$ cat src/rtl/avr_io_pkg.sv
// Shared definitions for avr_cpu memory-mapped I/O blocks: register offsets,
// status bit layout and the UART transmitter state encoding.
package avr_io_pkg;

  localparam int unsigned ADDR_W = 16;
  localparam int unsigned DATA_W = 8;
  localparam int unsigned DIV_W  = 16;

  // Register offsets within the 4-byte window
  localparam logic [1:0] OFS_UDR    = 2'd0;
  localparam logic [1:0] OFS_USR    = 2'd1;
  localparam logic [1:0] OFS_UBRR_L = 2'd2;
  localparam logic [1:0] OFS_UBRR_H = 2'd3;

  // USR bit positions
  localparam int unsigned USR_FULL  = 0;
  localparam int unsigned USR_EMPTY = 1;
  localparam int unsigned USR_BUSY  = 2;
  localparam int unsigned USR_OVF   = 3;

  // USR read payload; field order mirrors the bit positions above
  typedef struct packed {
    logic [3:0] rsvd;
    logic       ovf;
    logic       busy;
    logic       empty;
    logic       full;
  } usr_t;

  typedef enum logic [1:0] {
    IDLE  = 2'd0,
    START = 2'd1,
    DATA  = 2'd2,
    STOP  = 2'd3
  } tx_state_t;

  // A programmed divisor of zero behaves as one clock per bit
  function automatic logic [DIV_W-1:0] eff_divisor(input logic [DIV_W-1:0] div);
    return (div == '0) ? DIV_W'(1) : div;
  endfunction

endpackage

$ cat src/rtl/io_sync_fifo.sv
// Single-clock FIFO with simultaneous push/pop; push when full and pop when
// empty are ignored. DEPTH must be a power of two so pointers wrap naturally.
module io_sync_fifo #(
  parameter int unsigned WIDTH = 8,
  parameter int unsigned DEPTH = 16
) (
  input  logic                     clk,
  input  logic                     reset_n,
  input  logic                     push,
  input  logic [WIDTH-1:0]         wdata,
  input  logic                     pop,
  output logic [WIDTH-1:0]         rdata_c,
  output logic                     full_c,
  output logic                     empty_c,
  output logic [$clog2(DEPTH):0]   count
);

  localparam int unsigned PTR_W = $clog2(DEPTH);
  localparam int unsigned CNT_W = PTR_W + 1;

  logic [WIDTH-1:0] mem [DEPTH];
  logic [PTR_W-1:0] wr_ptr;
  logic [PTR_W-1:0] rd_ptr;
  logic             do_push_c;
  logic             do_pop_c;

  assign full_c    = (count == CNT_W'(DEPTH));
  assign empty_c   = (count == '0);
  assign do_push_c = push & ~full_c;
  assign do_pop_c  = pop & ~empty_c;
  assign rdata_c   = mem[rd_ptr];

  // Storage array, written only on an accepted push
  always_ff @(posedge clk) begin
    if (do_push_c) begin
      mem[wr_ptr] <= wdata;
    end
  end

  // Pointers and occupancy; reset flushes the FIFO
  always_ff @(posedge clk or negedge reset_n) begin
    if (!reset_n) begin
      wr_ptr <= '0;
      rd_ptr <= '0;
      count  <= '0;
    end else begin
      if (do_push_c) begin
        wr_ptr <= wr_ptr + PTR_W'(1);
      end
      if (do_pop_c) begin
        rd_ptr <= rd_ptr + PTR_W'(1);
      end
      case ({do_push_c, do_pop_c})
        2'b10:   count <= count + CNT_W'(1);
        2'b01:   count <= count - CNT_W'(1);
        default: count <= count;
      endcase
    end
  end

endmodule

$ cat src/rtl/avr_io_uart_tx.sv
// Memory-mapped 8N1 UART transmitter for the avr_cpu data bus: byte FIFO,
// programmable clocks-per-bit divisor, sticky overflow flag and an
// empty/idle interrupt level.
module avr_io_uart_tx
  import avr_io_pkg::*;
#(
  parameter logic [15:0] ADDR_BASE  = 16'hFF00,
  parameter int unsigned FIFO_DEPTH = 16,
  parameter int unsigned DIVISOR    = 417
) (
  input  logic        clk,
  input  logic        reset_n,
  input  logic [15:0] data_addr,
  input  logic        data_wen,
  input  logic        data_ren,
  input  logic [7:0]  data_write,
  output logic [7:0]  data_read,
  output logic        data_hit,
  output logic        uart_tx,
  output logic        irq_empty
);

  localparam int unsigned CNT_W = $clog2(FIFO_DEPTH) + 1;

  // Bus decode
  logic [ADDR_W-1:0] offset_c;
  logic              in_win_c;
  logic [1:0]        reg_sel_c;
  logic              wr_c;
  logic              rd_c;
  logic              push_req_c;
  logic              fifo_push_c;
  logic              ovf_set_c;
  logic              usr_rd_c;
  logic [DATA_W-1:0] reg_rdata_c;
  usr_t              usr_c;

  // Control registers
  logic [DIV_W-1:0]  divisor;
  logic [DIV_W-1:0]  div_eff_c;
  logic              overflow;

  // FIFO interface
  logic [DATA_W-1:0] fifo_rdata;
  logic              fifo_full;
  logic              fifo_empty;
  logic [CNT_W-1:0]  fifo_count;
  logic              pop_c;

  // Transmitter
  tx_state_t         state;
  tx_state_t         state_n;
  logic [DATA_W-1:0] shreg;
  logic [DATA_W-1:0] shreg_n;
  logic [2:0]        bit_cnt;
  logic [2:0]        bit_cnt_n;
  logic [DIV_W-1:0]  baud_cnt;
  logic [DIV_W-1:0]  baud_cnt_n;
  logic              tx_n;

  // Window decode tolerates an unaligned base; wraparound falls outside
  assign offset_c    = data_addr - ADDR_BASE;
  assign in_win_c    = (offset_c[ADDR_W-1:2] == '0);
  assign reg_sel_c   = offset_c[1:0];
  assign wr_c        = data_wen & in_win_c;
  assign rd_c        = data_ren & in_win_c;
  assign push_req_c  = wr_c & (reg_sel_c == OFS_UDR);
  assign fifo_push_c = push_req_c & ~fifo_full;
  assign ovf_set_c   = push_req_c & fifo_full;
  assign usr_rd_c    = rd_c & (reg_sel_c == OFS_USR);
  assign div_eff_c   = eff_divisor(divisor);

  assign usr_c.rsvd  = 4'h0;
  assign usr_c.ovf   = overflow;
  assign usr_c.busy  = (state != IDLE);
  assign usr_c.empty = fifo_empty;
  assign usr_c.full  = fifo_full;

  io_sync_fifo #(
    .WIDTH (DATA_W),
    .DEPTH (FIFO_DEPTH)
  ) u_fifo (
    .clk     (clk),
    .reset_n (reset_n),
    .push    (fifo_push_c),
    .wdata   (data_write),
    .pop     (pop_c),
    .rdata_c (fifo_rdata),
    .full_c  (fifo_full),
    .empty_c (fifo_empty),
    .count   (fifo_count)
  );

  // Register read mux; UDR reads as zero
  always_comb begin
    reg_rdata_c = '0;
    case (reg_sel_c)
      OFS_USR:    reg_rdata_c = usr_c;
      OFS_UBRR_L: reg_rdata_c = divisor[7:0];
      OFS_UBRR_H: reg_rdata_c = divisor[15:8];
      default:    reg_rdata_c = '0;
    endcase
  end

  // One-cycle read response, zero when the access was not ours
  always_ff @(posedge clk or negedge reset_n) begin
    if (!reset_n) begin
      data_read <= '0;
      data_hit  <= 1'b0;
    end else begin
      data_hit  <= rd_c;
      data_read <= rd_c ? reg_rdata_c : '0;
    end
  end

  // Divisor bytes; the transmitter picks up a new value at its next bit boundary
  always_ff @(posedge clk or negedge reset_n) begin
    if (!reset_n) begin
      divisor <= DIV_W'(DIVISOR);
    end else if (wr_c) begin
      if (reg_sel_c == OFS_UBRR_L) begin
        divisor[7:0] <= data_write;
      end else if (reg_sel_c == OFS_UBRR_H) begin
        divisor[15:8] <= data_write;
      end
    end
  end

  // Sticky overflow: cleared by a USR read, a coincident new overflow wins
  always_ff @(posedge clk or negedge reset_n) begin
    if (!reset_n) begin
      overflow <= 1'b0;
    end else begin
      overflow <= (overflow & ~usr_rd_c) | ovf_set_c;
    end
  end

  // Interrupt level: nothing queued and nothing on the wire
  always_ff @(posedge clk or negedge reset_n) begin
    if (!reset_n) begin
      irq_empty <= 1'b1;
    end else begin
      irq_empty <= (fifo_count == '0) & (state == IDLE);
    end
  end

  // Transmitter next-state, datapath and FIFO pop
  always_comb begin
    state_n    = state;
    shreg_n    = shreg;
    bit_cnt_n  = bit_cnt;
    baud_cnt_n = baud_cnt;
    tx_n       = uart_tx;
    pop_c      = 1'b0;
    case (state)
      IDLE: begin
        tx_n = 1'b1;
        if (!fifo_empty) begin
          pop_c      = 1'b1;
          shreg_n    = fifo_rdata;
          bit_cnt_n  = '0;
          baud_cnt_n = div_eff_c - DIV_W'(1);
          tx_n       = 1'b0;
          state_n    = START;
        end
      end
      START: begin
        if (baud_cnt == '0) begin
          baud_cnt_n = div_eff_c - DIV_W'(1);
          tx_n       = shreg[0];
          state_n    = DATA;
        end else begin
          baud_cnt_n = baud_cnt - DIV_W'(1);
        end
      end
      DATA: begin
        if (baud_cnt == '0) begin
          baud_cnt_n = div_eff_c - DIV_W'(1);
          if (bit_cnt == 3'd7) begin
            tx_n    = 1'b1;
            state_n = STOP;
          end else begin
            bit_cnt_n = bit_cnt + 3'd1;
            shreg_n   = {1'b0, shreg[7:1]};
            tx_n      = shreg[1];
          end
        end else begin
          baud_cnt_n = baud_cnt - DIV_W'(1);
        end
      end
      STOP: begin
        if (baud_cnt == '0) begin
          state_n = IDLE;
        end else begin
          baud_cnt_n = baud_cnt - DIV_W'(1);
        end
      end
      default: begin
        tx_n    = 1'b1;
        state_n = IDLE;
      end
    endcase
  end

  // Transmitter state register; uart_tx comes straight from a flop
  always_ff @(posedge clk or negedge reset_n) begin
    if (!reset_n) begin
      state    <= IDLE;
      shreg    <= '0;
      bit_cnt  <= '0;
      baud_cnt <= '0;
      uart_tx  <= 1'b1;
    end else begin
      state    <= state_n;
      shreg    <= shreg_n;
      bit_cnt  <= bit_cnt_n;
      baud_cnt <= baud_cnt_n;
      uart_tx  <= tx_n;
    end
  end

endmodule

$ cat config.mk
export PLATFORM = sky130hd
export DESIGN_NAME = avr_io_uart_tx
export DESIGN_NICKNAME = d
export VERILOG_FILES = /design/src/rtl/avr_io_pkg.sv /design/src/rtl/io_sync_fifo.sv /design/src/rtl/avr_io_uart_tx.sv
export SDC_FILE = /design/constraint.sdc
export NUM_CORES = 1
export LEC_CHECK = 0
export BUFFER_PORTS_ARGS = -buffer_cell sky130_fd_sc_hd__buf_2
export CAP_MARGIN = 5
export CORE_ASPECT_RATIO = 1.1
export CORE_MARGIN = 8
export CORE_UTILIZATION = 54
export DETAILED_ROUTE_END_ITERATION = 8
export PLACE_DENSITY = 0.74
export SLEW_MARGIN = 20
export SYNTH_ARGS = -nofsm -noshare
export SYNTH_HDL_FRONTEND = slang
export SYNTH_SLANG_ARGS = --single-unit
$ cat constraint.sdc
create_clock -name clk -period 2.7 [get_ports clk]
set_input_delay 0.54 -clock clk [delete_from_list [all_inputs] [get_ports clk]]
set_output_delay 0.54 -clock clk [all_outputs]
set_load 0.03 [all_outputs]
# Word-level counts from Yosys, hierarchy flattened
# Memory sizes are Yosys's and may differ from the RTL's.
# Cells that the tools add are included.
[word_totals] mem_bits_ro=0 n_memories=1 output_inout_bits=11 mem_bits_rw=128 latch_bits=0 elab_cells=103 ff_bits=70
[mem_list] name="u_fifo.mem" words=16 width=8 read_ports=1 rd_clocked_by_memory_dff=0 write_ports=1 line="io_sync_fifo.sv:21" rtl="logic [WIDTH-1:0] mem [DEPTH];"
[op_classes] n_reduce_logical=17 multipliers=0 n_bitwise=15 div_mod_pow=0 n_lt_le_gt_ge=0 mux=31 n_addsub=8 eq_ne=17 n_shift=0
[op_table] operator="2-to-1 mux 16 bit" count=4
[op_table] operator="case mux 16 bit (3 select lines)" count=1
[op_table] operator="logical NOT 16 bit" count=2
[op_table] operator="2-to-1 mux 8 bit" count=4
[op_table] operator="subtractor 16 x 1 -> 16 bit (second input constant)" count=2
[op_table] operator="case mux 8 bit (3 select lines)" count=1
[op_table] operator="case mux 8 bit (2 select lines)" count=1
[op_table] operator="subtractor 16 bit (second input constant)" count=1
[op_table] operator="logical NOT 14 bit" count=1
[op_table] operator="!= test 2 bit (second input constant)" count=7
[op_table] operator="AND 1 bit" count=10
[op_table] operator="== test 2 bit (second input constant)" count=5
[op_table] operator="2-to-1 mux 2 bit" count=5
[op_table] operator="case mux 5 bit (2 select lines)" count=1
[op_table] operator="2-to-1 mux 3 bit" count=3
[op_table] operator="adder 4 x 1 -> 4 bit (second input constant)" count=2
[op_table] operator="2-to-1 mux 1 bit" count=8
[op_table] operator="case mux 2 bit (4 select lines)" count=1
[op_table] operator="== test 2 x 1 -> 1 bit (second input constant)" count=3
[op_table] operator="case mux 3 bit (2 select lines)" count=1
[op_table] operator="AND reduction 3 bit" count=2
[op_table] operator="nonzero test 2 bit" count=3
[op_table] operator="adder 5 x 1 -> 5 bit (second input constant)" count=1
[op_table] operator="== test 5 bit (second input constant)" count=1
[op_table] operator="other kinds (13)" count=18

# Depth between registers and ports, before layout
# Gate-level depths: netlist of run 1.
[logic_depth] ltp_word=8 mapped_depth=15 depth_no_buf=12

# By module
# Synthesis of run 1 repeated with hierarchy kept, for this count alone.
[unflattened] cells_unflattened=696 hier_area_um2=9245.1
[by_module_without_submodules] module="io_sync_fifo" cells_each=332 seq_area_each_um2=4169.0 n_inst=1 area_each_um2=5779.3
[by_module_without_submodules] module="avr_io_uart_tx" cells_each=364 seq_area_each_um2=1433.9 n_inst=1 area_each_um2=3465.8

# Worst setup path after synthesis of run 1
# No wires, ideal clock.
[synth_timing] kind="input -> register" from="input data_addr[3]" to="register u_fifo.count[4]" arrival_ns=3.259 setup_slack_ns=-0.638 setup_time_ns=0.079 path_stages=14 required_time_ns=2.621 cell_sequence="or4_1 nor4_2 and4_1 buf_2 inv_1 ha_1 clkbuf_1 xor2_1 ha_1 inv_1 o21ai_0 a21o_1 a31oi_1 xor2_1"
[synth_between] elab_chain_cells=8
[synth_rtl] element="start, declared" line="avr_io_uart_tx.sv:13" rtl="input logic [15:0] data_addr,"
[synth_rtl] element="subtractor 16 bit *" line="avr_io_uart_tx.sv:62" rtl="assign offset_c = data_addr - ADDR_BASE;"
[synth_rtl] element="logical NOT 14 bit *" line="avr_io_uart_tx.sv:63" rtl="assign in_win_c = (offset_c[ADDR_W-1:2] == '0);"
[synth_rtl] element="AND 1 bit *" line="avr_io_uart_tx.sv:65" rtl="assign wr_c = data_wen & in_win_c;"
[synth_rtl] element="AND 1 bit *" line="avr_io_uart_tx.sv:67" rtl="assign push_req_c = wr_c & (reg_sel_c == OFS_UDR);"
[synth_rtl] element="AND 1 bit *" line="avr_io_uart_tx.sv:68" rtl="assign fifo_push_c = push_req_c & ~fifo_full;"
[synth_rtl] element="AND 1 bit *" line="io_sync_fifo.sv:29" rtl="assign do_push_c = push & ~full_c;"
[synth_rtl] element="== test 2 x 1 -> 1 bit or == test 2 bit (tied branches)" line="io_sync_fifo.sv:53" rtl="case ({do_push_c, do_pop_c})"
[synth_rtl] element="case mux 5 bit (2 select lines) or nonzero test 2 bit (tied branches)"
[synth_rtl] element="end signal, assigned" line="io_sync_fifo.sv:54" rtl="2'b10: count <= count + CNT_W'(1);"
[synth_rtl] element="end signal, assigned" line="io_sync_fifo.sv:55" rtl="2'b01: count <= count - CNT_W'(1);"
[synth_rtl] element="end signal, assigned" line="io_sync_fifo.sv:56" rtl="default: count <= count;"
[synth_rtl] element="end, declared" line="io_sync_fifo.sv:15" rtl="output logic [$clog2(DEPTH):0] count"
# Every way passes the cells marked *; elsewhere a longest branch is shown, timed or not.
# A chain may end at the register's enable or synchronous reset.

# Worst setup path in the final report of run 1
# Ends and elaborated chain as after synthesis.

==> results of run 1 <==
==> routing by layer <==
metal | routed length, um | part of all wire | up-vias
met5 | 0 | 0 | -
met4 | 391 | 0.021 | 0
met3 | 739 | 0.039 | 26
met2 | 9872 | 0.52 | 138
met1 | 8040 | 0.42 | 2786
li1 | - | - | 2511
==> layout make-up <==
class                   instances  area share
clock buffers                  17     0.04130
inverters                      16    0.006073
flip-flops and latches        198      0.5442
repair buffers                 90     0.05879
clock inverters                14     0.01470
multi-input cells             363      0.3102
well taps                     204     0.02478
==> synthesized netlist by cell type (all sizes together) (2+ instances only) <==
cell,count
o22ai,3
xnor2,9
and4,2
nor4b,2
o31ai,3
dfstp,6
o41ai,2
a21oi,8
a21o,4
a211o,3
xor2,11
edfxtp,128
nor2b,3
a221o,9
o32ai,4
mux2,37
dfrtp,64
nand4,7
inv,16
a31oi,4
nor3,14
a22o,9
o21ai,30
mux4,33
nand2b,7
clkbuf,21
nand3,7
nor4,12
or4,8
ha,17
nand2,23
a22oi,4
mux2i,13
or3,6
a211oi,3
nor2,55
buf,10
==> state kept, by name, indices dropped and copies added, names as in the netlist, 2 cells and up <==
signal / flops
u_fifo.rd_ptr: 4
u_fifo.count: 5
baud_cnt: 16
u_fifo.mem: 128
data_read: 8
divisor: 16
bit_cnt: 3
shreg: 8
u_fifo.wr_ptr: 4
state: 2
==> kinds of logic after synthesis <==
| logic type | share of synthesized area |
|---|---|
| flip-flops | 0.6295 |
| AND/OR/NAND/NOR | 0.08814 |
| AO/OA/AOI/OAI | 0.07338 |
| multiplexers | 0.1449 |
| buffers and inverters | 0.02052 |
| XOR/XNOR | 0.01968 |
| adder cells (fa/ha/maj) | 0.02390 |
==> final timing paths <==
check,from,to,slack [ns],cells past startpoint
max,data_addr[3],u_fifo.count[4],0.07,13
min,reset_n,u_fifo.count[1],0.02,1
max reg2reg,baud_cnt[0],state[1],0.09,7
min reg2reg,shreg[7],shreg[7],0.51,1
max in group asynchronous,reset_n,divisor[7],1.91,2
min in group clk,data_ren,data_read[0],0.43,3
==> power by group through the flow <==
stage / Clock, mW / Combinational, mW / Sequential [mW]
finish: 2.46 / 3.46 / 3.88
global route: 2.62 / 3.79 / 3.92
CTS: 2.52 / 3.45 / 3.85
detailed placement: 0 / 3.45 / 3.91
global placement: 0 / 3.31 / 3.89
floorplan: 0 / 2.67 / 3.72
==> cells in the final DEF, fill, tap and decap left out, drive strengths merged, types with 5 or more instances in the layout <==
cell	netlist	final
a221o	9	9
nand4	7	7
o21ai	30	30
a21oi	8	8
or4	8	8
nand2	23	23
dfrtp	64	64
a22o	9	9
xnor2	9	9
edfxtp	128	128
clkbuf	21	17
ha	17	17
nor4	12	12
clkinv	0	5
nor3	14	14
mux2i	13	13
dfstp	6	6
xor2	11	11
mux2	37	37
nand2b	7	7
nand3	7	7
inv	16	24
or3	6	6
nor2	55	55
buf	10	90
mux4	33	33
==> stage by stage <==
stage	setup WS [ns]	TNS [ns]	hold WS [ns]	instances
after CTS	0.02527	0	0.01349	902
after floorplan	-0.2623	-0.5131	0.2444	608
after detailed placement	-0.3790	-9.247	0.4938	871
after global placement	-0.2708	-1.848	0.4854	871
after global routing	-0.08948	-0.08948	0.03444	902
final	0.06637	0	0.01926	902
==> timing repair <==
item / in CTS / in global routing
endpoints found under the hold margin: 0 / 0
hold buffers: 0 / 0
gates resized for setup: 0 / 5
setup buffers: 0 / 0
setup endpoints to repair: 0 / 6
==> critical path: stages <==
cell and delay [ns]:
buf_2 0.10, or4_4 0.54, nor4_4 0.27, and4_1 0.34, inv_4 0.06, ha_4 0.16
xor2_1 0.14, ha_2 0.23, a21o_1 0.12, nand2_1 0.05, a21o_1 0.17, a31oi_1 0.16
xor2_1 0.15
==> metrics list, run 1 <==
* Vertical die dimension: 150.7 um
* VDD IR max: 0.4888 mV
* Critical path fanouts, max: 4
* Clk sinks: 198
* Library cell with the largest summed area after synthesis: edfxtp_1
* Area of the die: 0.02085 sq mm
- Entering global routing, the biggest net connects 29 pins.
* Final number of max-transition violations: 0
- Net switching power figure: 3.333 mW
* Number of setup violations in the final report: 0
- In this run, synthesis produced a sequential element count of 198.
- P_leak: 4.012 nW
- Total wire length: 19040 um
- Routed len/inst: 21.11 um
* Fraction of synthesized cell area taken by the top area cell type: 0.4318
- Setup repair after global routing could not meet its margin everywhere.
* Global routing usage on met1: 0.2232
- For the worst-skew pair, the clock arrives at the later sink with an insertion delay of 0.44 ns.
* Clock buffer depth: 2
* Clock Root Buffer: clkbuf_16
- Wire length of the first global-routing pass: 30370 um
- The tool flagged a number of max-cap violations equal to 0.
- The worst setup path is launched from a primary input.
- The netlist uses 56 different library cells.
- The region available for standard cell placement spans 0.01625 sq mm.
- In the final design database the tool counted 731 nets.
- Result of the run: complete, no violations
* Initial Util: 0.5479
- The H-tree was split into 4 levels.
* Number of global-route vias before repair: 5663
* Primary flip-flop cell chosen by synthesis mapping: edfxtp_1
* Sequential fraction of the synthesis area: 0.6295
* Number of optimization iterations in the first detailed-route pass: 5
- The critical path in this run is classified as primary input to flip-flop.
- Proportion of synthesized flip-flops having asynchronous set or reset: 0.3535
- Number of instances in the synthesized netlist: 608
- Initial detailed-routing violation count: 549
- The count of buffers added on input and output ports is 38.
- Ranked by total cell area, the synthesized netlist is headed by edfxtp_1, dfrtp_1, mux4_2.
- Number of buffers added by the clock tree synthesis step: 17
- Yosys mapped a number of flops with a built-in enable equal to 128.
- Routability cong.: 0.9114
- Register Area: 0.005605 sq mm
- Combined area of the multi-input logic cells: 0.003196 sq mm
- Power comes to 9.797 mW.
- Combined area of all synthesized cells: 0.008901 sq mm
- The area growth from synthesis to layout is 15.73%.
- Most used routing layer: met2
- Worst Tran Pin Value: 0.8098 ns
* Vias: 5461
* Logic pwr share: 0.354
- Met3 Usage GRT: 0.04511
- Based on the critical path, the design can be clocked at up to 0.3797 GHz.
- Fraction of layout cells with a size suffix above 1: 0.3166
- Across every metal layer, demand over resource in global routing totals 0.1864.
- The share of total power dissipated in sequential elements is 0.396.
- Required time at the worst-slack endpoint: 3.07 ns
* Number of hold violations in the final report: 0
- Worst Skew: 0.009627 ns
* Via/cell ratio: 6.054
- Power spread over the standard cell area amounts to 951.0 mW/mm^2.
- 39 I/O pins were placed.
- The wire-length estimate of the detail-placed layout is 13450 um.
* Syn_area_per_cell: 14.64 sq um
- Worst hold path class: primary input to asynchronous set/reset pin
- Of the total power, the clock network draws 0.251.
* Post-route clock period utilization: 0.9754
- Final ANT Viol Nets: 0
* Worst relative slew slack: 0.4601
- Of the total power, the share spent switching nets is 0.3402.
- Global Route met2 Usage: 0.3197
* Remaining DRCs: 0
* Clock slew at reported path FFs: 0.08 ns
- Final core utilization: 0.6340
- When the netlist entered floorplanning its net count stood at 653.
- Time the worst path needs with I/O delays and setup: 2.634 ns
- Clock tree from TritonCTS: built
- Yosys printed 0 warnings.
- Critical path arrival: 3.01 ns
- Standard-cell row count: 49
- Area post-placement: 0.009696 sq mm
- Total grt overflow: 0
* Initial antenna violation count: 0
- Endpoint kind of the worst setup timing path: flip-flop
- The repair_antennas step left the layout with diodes totalling 0.
- Fill cells in the final layout number 1140.
- Final design instance area without fill: 0.01030 sq mm
- Internal power summed over all cells: 6.464 mW
* Horizontal die dimension: 138.4 um
Note: power is estimated with default switching activity, not from simulation.
==> run 2: changes to the inputs <==
--- a/config.mk
+++ b/config.mk
@@ -12,6 +12,7 @@
 export CORE_UTILIZATION = 54
 export DETAILED_ROUTE_END_ITERATION = 8
 export PLACE_DENSITY = 0.74
+export SETUP_SLACK_MARGIN = 0.1
 export SLEW_MARGIN = 20
 export SYNTH_ARGS = -nofsm -noshare
 export SYNTH_HDL_FRONTEND = slang
==> constraint.sdc (replaced) <==
create_clock -name clk -period 2.7 [get_ports clk]
set_input_delay 0.27 -clock clk [delete_from_list [all_inputs] [get_ports clk]]
set_output_delay 0.27 -clock clk [all_outputs]
set_load 0.03 [all_outputs]
==> metrics list, run 2 (same netlist as run 1, synthesis figures left out) <==
* Result of the run: complete, no violations (unchanged)
- Clock Root Buffer: clkbuf_16 (unchanged)
- Initial Util: 0.5479 (unchanged)
- Commonest non-fill, non-tap cell in the layout: edfxtp_1 (unchanged)
- The hold violation count in the final report came to 0 (unchanged).
- Initial antenna violation count: 0 (unchanged)
* Number of optimization iterations in the first detailed-route pass: 5 (unchanged)
- Setup repair after global routing missed its margin: false (was true).
- Initial detailed-routing violation count: 438 (was 549)
- The slack of the critical path was 0.1745 ns (was 0.06637 ns).
- Switching share of power: 0.3319 (was 0.3402)
* Vias: 5419 (was 5461)
- The switching power is 3.239 mW (was 3.333 mW).
* Total global-route track usage: 0.1825 (was 0.1864)
- Remaining DRCs: 0 (unchanged)
* Layout overhead on the synthesized area: 14.68% (was 15.73%)
- The maximum number of pins on one net before global-route repair is 40 (was 29).
- The portion of total power attributed to sequential cells is 0.383 (was 0.396).
- The count of buffers inserted at the top-level ports was 38 (unchanged).
- Largest registers ranked by flip-flop count: u_fifo.mem (128), baud_cnt (16), divisor (16) (unchanged)
- The clock network power share came to 0.250 (was 0.251).
- Final ANT Viol Nets: 0 (unchanged)
* Fraction of layout cells with a size suffix above 1: 0.3003 (was 0.3166)
- The number of standard cells in the layout, taps in and fillers out came to 890 (was 902).
- Crit start category: flip-flop (was primary input)
- Horizontal die dimension: 138.4 um (unchanged)
- The post-route clock period utilization is 0.9354 (was 0.9754).
- Pre-CTS setup slack: -0.1071 ns (was -0.3790 ns)
- Final core utilization: 0.6283 (was 0.6340)
* Register with the most flip-flops: u_fifo.mem (unchanged)
- Worst Skew: 0.01394 ns (was 0.009627 ns)
* Total grt overflow: 0 (unchanged)
- The critical-path maximum fanout was 6 (was 4).
- Via/cell ratio: 6.089 (was 6.054)
* Clk sinks: 198 (unchanged)
- The final routed wire length divided by cell count is 21.00 um (was 21.11 um).
- Most frequent cells in the layout: edfxtp_1, dfrtp_1, nor2_1, buf_2, mux2_2 (was edfxtp_1, dfrtp_1, nor2_1, buf_4, buf_2).
* Number of buffers added by the clock tree synthesis step: 17 (unchanged)
* VDD IR max: 0.5570 mV (was 0.4888 mV)
* Worst Tran Pin Value: 0.7500 ns (was 0.8098 ns)
- The max-capacitance violation count came to 0 (unchanged).
* Clock slew at reported path FFs: 0.07 ns (was 0.08 ns)
* Final design instance area without fill: 0.01021 sq mm (was 0.01030 sq mm)
* Total core area: 0.01625 sq mm (unchanged)
- The die outline height came to 150.7 um (unchanged).
- The flip-flop count of the largest register, all copies and words added was 128 (unchanged).
* Count of nets after finishing: 718 (was 731)
- The area enclosed by the die boundary came to 0.02085 sq mm (unchanged).
- The via count of the first global-routing pass is 5440 (was 5663).
* Area post-placement: 0.009563 sq mm (was 0.009696 sq mm)
* Required time at the worst-slack endpoint: 3.02 ns (was 3.07 ns)
* Final number of max-transition violations: 0 (unchanged)
* Number of setup violations in the final report: 0 (unchanged)
* Time the worst path needs with I/O delays and setup: 2.526 ns (was 2.634 ns)
- The detailed-route wire length came to 18690 um (was 19040 um).
* Sum of net half-perimeters after detailed placement: 12460 um (was 13450 um)
* Standard-cell row count: 49 (unchanged)
- The static power due to leakage came to 3.929 nW (was 4.012 nW).
- The first-pass GRT wire length came to 29430 um (was 30370 um).
- The internal power summed over all cells came to 6.521 mW (was 6.464 mW).
- The TritonCTS clock tree was built (unchanged).
- The count of boundary I/O pins was 39 (unchanged).
- The cell count after placement is 853 (was 871).
* Endpoint kind of the worst setup timing path: flip-flop (unchanged)
* Power density normalized to cell area: 956.1 mW/mm^2 (was 951.0 mW/mm^2)
- The kind of critical path is flip-flop to flip-flop (was primary input to flip-flop).
- Clock buffer depth: 2 (unchanged)
- Total power: 9.760 mW (was 9.797 mW)
* Worst hold path class: primary input to flip-flop (was primary input to asynchronous set/reset pin)
* Logic pwr share: 0.367 (was 0.354)
* Worst relative slew slack: 0.5000 (was 0.4601)
* Critical path arrival: 2.85 ns (was 3.01 ns)
* Clock insertion delay at the later pin of the skew report: 0.43 ns (was 0.44 ns)
- The deepest level of the CTS H-tree was 4 (unchanged).
- Routability cong.: 0.8944 (was 0.9114)
- Number of inserted diodes: 0 (unchanged)
- The achievable frequency is 0.3960 GHz (was 0.3797 GHz).
-- run 2: worst paths after layout --
check                            start         endpoint  cells after the start  slack, ns
setup / recovery           divisor[12]     baud_cnt[12]                      9       0.17
hold / removal                data_ren     data_read[2]                      3       0.19
setup reg to reg           divisor[12]     baud_cnt[12]                      9       0.17
hold reg to reg                uart_tx          uart_tx                      2       0.50
max in group asynchronous      reset_n       divisor[5]                      3       1.51
min in group asynchronous      reset_n  u_fifo.count[2]                      2       0.45
-- run 2: stage by stage --
| stage | TNS (ns) | hold WS, ns |
|---|---|---|
| 3_5_place_dp | -0.1071 | 0.3750 |
| 4_1_cts | 0 | 0.1634 |
| 5_1_grt | 0 | 0.1972 |
| 2_1_floorplan | -0.007741 | -0.02559 |
| 3_3_place_gp | -0.01432 | 0.3608 |
| 6_report | 0 | 0.1854 |
-- run 2: timing repair --
item | in CTS | in global routing
endpoints found under the hold margin | 29 | 0
gates resized for setup | 1 | 8
cloned | 0 | 0
hold buffers | 1 | 0
setup buffers | 0 | 4
pin swaps | 0 | 3
endpoints found under the setup margin | 1 | 15
-- run 2: power groups by stage --
| stage | Sequential (mW) | Clock [mW] | Combinational [mW] |
|---|---|---|---|
| after CTS | 3.74 | 2.49 | 3.53 |
| after detailed placement | 3.79 | 0 | 3.50 |
| after floorplan | 3.73 | 0 | 2.68 |
| final | 3.74 | 2.44 | 3.58 |
| after global placement | 3.77 | 0 | 3.41 |
| after global routing | 3.77 | 2.61 | 3.88 |
-- run 2: cell type report --
| class | instances | area [sq um] |
|---|---|---|
| Tap cell | 204 | 255.2 |
| Fill cell | 1159 | 6040 |
| Timing Repair Buffer | 77 | 523.0 |
| Clock inverter | 13 | 137.6 |
| Multi-Input combinational cell | 363 | 3191 |
| Inverter | 16 | 62.56 |
| Sequential cell | 198 | 5605 |
| Clock buffer | 19 | 432.9 |
-- run 2: critical path: stages (launching register included) --
cell and delay [ns]:
dfrtp_1 0.45, nor4_1 0.46, and2_0 0.26, a31oi_2 0.13
ha_1 0.25, nor3b_4 0.18, nand3_1 0.11, xor2_1 0.22
o21ai_0 0.14, a22o_1 0.21
-- run 2: per-layer routing --
layer / up-vias / track usage / part of all wire
met1: 2767 / 0.2315 / 0.43
met5: - / 0 / 0
li1: 2487 / - / -
met4: 0 / 0.05710 / 0.010
met3: 16 / 0.03722 / 0.043
met2: 149 / 0.3105 / 0.52
==> run 3: changes to the inputs <==
--- a/config.mk
+++ b/config.mk
@@ -9,9 +9,9 @@
 export CAP_MARGIN = 5
 export CORE_ASPECT_RATIO = 1.1
 export CORE_MARGIN = 8
-export CORE_UTILIZATION = 54
+export CORE_UTILIZATION = 42
 export DETAILED_ROUTE_END_ITERATION = 8
-export PLACE_DENSITY = 0.74
+export PLACE_DENSITY = 0.58
 export SETUP_SLACK_MARGIN = 0.1
 export SLEW_MARGIN = 20
 export SYNTH_ARGS = -nofsm -noshare
==> constraint.sdc (replaced) <==
create_clock -name clk -period 2.4 [get_ports clk]
set_input_delay 0.24 -clock clk [delete_from_list [all_inputs] [get_ports clk]]
set_output_delay 0.24 -clock clk [all_outputs]
set_load 0.03 [all_outputs]
==> metrics list, run 3 (same netlist as run 1, synthesis figures left out) <==
- CP cell instances: inv_2 > ha_4 > or4b_4 > or3_4 > or4_4 > o32ai_2 > a22o_1 (was nor4_1 > and2_0 > a31oi_2 > ha_1 > nor3b_4 > nand3_1 > xor2_1 > o21ai_0 > a22o_1).
* Most frequent cells in the layout: edfxtp_1, buf_4, dfrtp_1, nor2_1, buf_2 (was edfxtp_1, dfrtp_1, nor2_1, buf_2, mux2_2)
- The final-layout setup total negative slack was 0 ns (unchanged).
- Maximum number of pins on one net before global-route repair: 33 (was 40)
- Initial antenna violation count: 0 (unchanged)
- The sum of buffers and inverters on the critical path came to 1 (was 0).
- Result of the run: complete, no violations (unchanged)
- Largest stage delay, worst path: 0.47 ns (was 0.46 ns)
- Sum of net half-perimeters after detailed placement: 13880 um (was 12460 um)
- Final core utilization: 0.5132 (was 0.6283)
* Remaining DRCs: 0 (unchanged)
* Routed len/inst: 20.02 um (was 21.00 um)
- The cell family with the largest share of critical-path delay was simple AND/OR/NAND/NOR gates (unchanged).
* Worst relative slew slack: 0.5198 (was 0.5000)
- Horizontal die dimension: 154.8 um (was 138.4 um)
* Count of maximum capacitance violations: 0 (unchanged)
- Initial detailed-routing violation count: 402 (was 438)
- Total wire length: 20340 um (was 18690 um)
* Count of buffers from port buffering: 38 (unchanged)
- Total global-route track usage: 0.1599 (was 0.1825)
- Final number of max-transition violations: 0 (unchanged)
* Via/cell ratio: 5.429 (was 6.089)
- Critical path fanouts, max: 4 (was 6)
* Area of the die: 0.02611 sq mm (was 0.02085 sq mm)
- The flip-flop count of the largest register, all copies and words added came to 128 (unchanged).
- The clock network power share came to 0.243 (was 0.250).
* Setup repair after global routing missed its margin: true (was false)
- Final design instance area without fill: 0.01082 sq mm (was 0.01021 sq mm)
- The final RePlAce weighted congestion came to 0.8444 (was 0.8944).
- Total grt overflow: 0 (unchanged)
- Switching share of power: 0.3430 (was 0.3319)
- Clock Root Buffer: clkbuf_16 (unchanged)
- Final instance count without filler cells: 1016 (was 890)
- IO Pins: 39 (unchanged)
* Largest registers ranked by flip-flop count: u_fifo.mem (128), baud_cnt (16), divisor (16) (unchanged)
* Number of buffers added by the clock tree synthesis step: 17 (unchanged)
- The library cell contributing the largest single delay on the critical path is or4b_4 (was nor4_1).
- Required time at the worst-slack endpoint: 2.78 ns (was 3.02 ns)
- The first-pass GRT wire length is 32060 um (was 29430 um).
* Count of nets after finishing: 759 (was 718)
- Number of filler instances in the final layout: 1743 (was 1159)
- VDD IR max: 0.5706 mV (was 0.5570 mV)
- The kind of critical path is flip-flop to flip-flop (unchanged).
- The type of the most critical hold path is primary input to flip-flop (unchanged).
- Fraction of layout cells with a size suffix above 1: 0.3760 (was 0.3003)
- Maximum clock frequency: 0.4262 GHz (was 0.3960 GHz)
- Vertical die dimension: 168.7 um (was 150.7 um)
- Area post-placement: 0.01003 sq mm (was 0.009563 sq mm)
* P_leak: 4.200 nW (was 3.929 nW)
- Number of hold violations in the final report: 0 (unchanged)
- Vias: 5516 (was 5419)
- The antenna violation net count after detailed routing was 0 (unchanged).
- The number of search-and-repair iterations in the first detailed-routing pass was 4 (was 5).
* Power density normalized to cell area: 1070 mW/mm^2 (was 956.1 mW/mm^2)
* Net switching power figure: 3.972 mW (was 3.239 mW)
* Level count of the clock H-tree: 4 (unchanged)
- Endpoint kind of the worst setup timing path: flip-flop (unchanged)
* Worst reg-to-reg setup slack: 0.05 ns (was 0.17 ns)
- Post-route clock period utilization: 0.9777 (was 0.9354)
* Register with the most flip-flops: u_fifo.mem (unchanged)
- The slew of the pin with the lowest slew margin came to 0.7204 ns (was 0.7500 ns).
- The portion of total power attributed to sequential cells was 0.360 (was 0.383).
- Clk sinks: 198 (unchanged)
- The clock latency of the later-clocked register in the worst-skew pair came to 0.45 ns (was 0.43 ns).
- Number of setup violations in the final report: 0 (unchanged)
- Clock buffer depth: 2 (unchanged)
- Clock slew at reported path FFs: 0.08 ns (was 0.07 ns)
* Worst Skew: 0.02092 ns (was 0.01394 ns)
* Number of inserted diodes: 0 (unchanged)
- The via count of the first global-routing pass came to 5776 (was 5440).
- Critical path arrival: 2.73 ns (was 2.85 ns)
- Commonest non-fill, non-tap cell in the layout: edfxtp_1 (unchanged)
* Layout overhead on the synthesized area: 21.59% (was 14.68%)
- The internal power summed over all cells came to 7.610 mW (was 6.521 mW).
- The total number of placement rows came to 56 (was 49).
- The cell count after placement came to 979 (was 853).
- The area of the core came to 0.02109 sq mm (was 0.01625 sq mm).
- Time the worst path needs with I/O delays and setup: 2.346 ns (was 2.526 ns)
- Clock tree from TritonCTS: built (unchanged)
- The portion of total power attributed to combinational logic came to 0.397 (was 0.367).
- The critical path launch point type is a flip-flop (unchanged).
- Initial Util: 0.4220 (was 0.5479)
- Total power: 11.58 mW (was 9.760 mW)
## run 3: final timing paths
check	from	to	cells past startpoint
worst min-delay path	data_ren	data_hit	3
worst max-delay path	baud_cnt[0]	baud_cnt[14]	7
max in group asynchronous	reset_n	divisor[8]	3
min in group asynchronous	reset_n	u_fifo.count[3]	2
worst min register to register	uart_tx	uart_tx	2
worst max register to register	baud_cnt[0]	baud_cnt[14]	7
## run 3: tightest hold or removal path: stages
cell and delay [ns]:
buf_2 0.08, nand2_1 0.11, inv_1 0.11
## run 3: final cells by class
cell class              count  area [sq um]  share of cell area
flip-flops and latches    198          5604              0.5178
multi-input cells         363          3361              0.3105
repair buffers            118         844.6             0.07803
clock buffers              18         429.2             0.03965
well taps                 290         362.8             0.03353
clock inverters            13         158.9             0.01468
inverters                  16         62.56            0.005780
## run 3: routing by layer
metal / routed length (um) / GRT usage
met5: 0 / 0
met1: 8932 / 0.2017
met4: 276 / 0.05330
met3: 584 / 0.02576
met2: 10550 / 0.2760
## run 3: repair_timing
action	4_1_cts	5_1_grt
hold buffers	1	0
cloned	0	1
hold endpoints to repair	29	0
resized for setup	11	22
setup buffers	2	2
pin swaps	9	11
endpoints found under the setup margin	12	19
## run 3: through the flow
stage	hold WS, ns	setup slack, ns
2_1_floorplan	-0.05559	-0.2636
3_3_place_gp	0.3226	-0.2678
3_5_place_dp	0.3372	-0.3278
4_1_cts	0.1287	0.003217
5_1_grt	0.1859	-0.06319
6_report	0.1491	0.05352
## run 3: power groups by stage
stage	Sequential, mW	Combinational, mW	Clock [mW]
2_1_floorplan	4.19	3.01	0
3_3_place_gp	4.21	4.25	0
3_5_place_dp	4.23	4.35	0
4_1_cts	4.17	4.44	2.86
5_1_grt	4.22	5.03	2.98
6_report	4.17	4.60	2.81
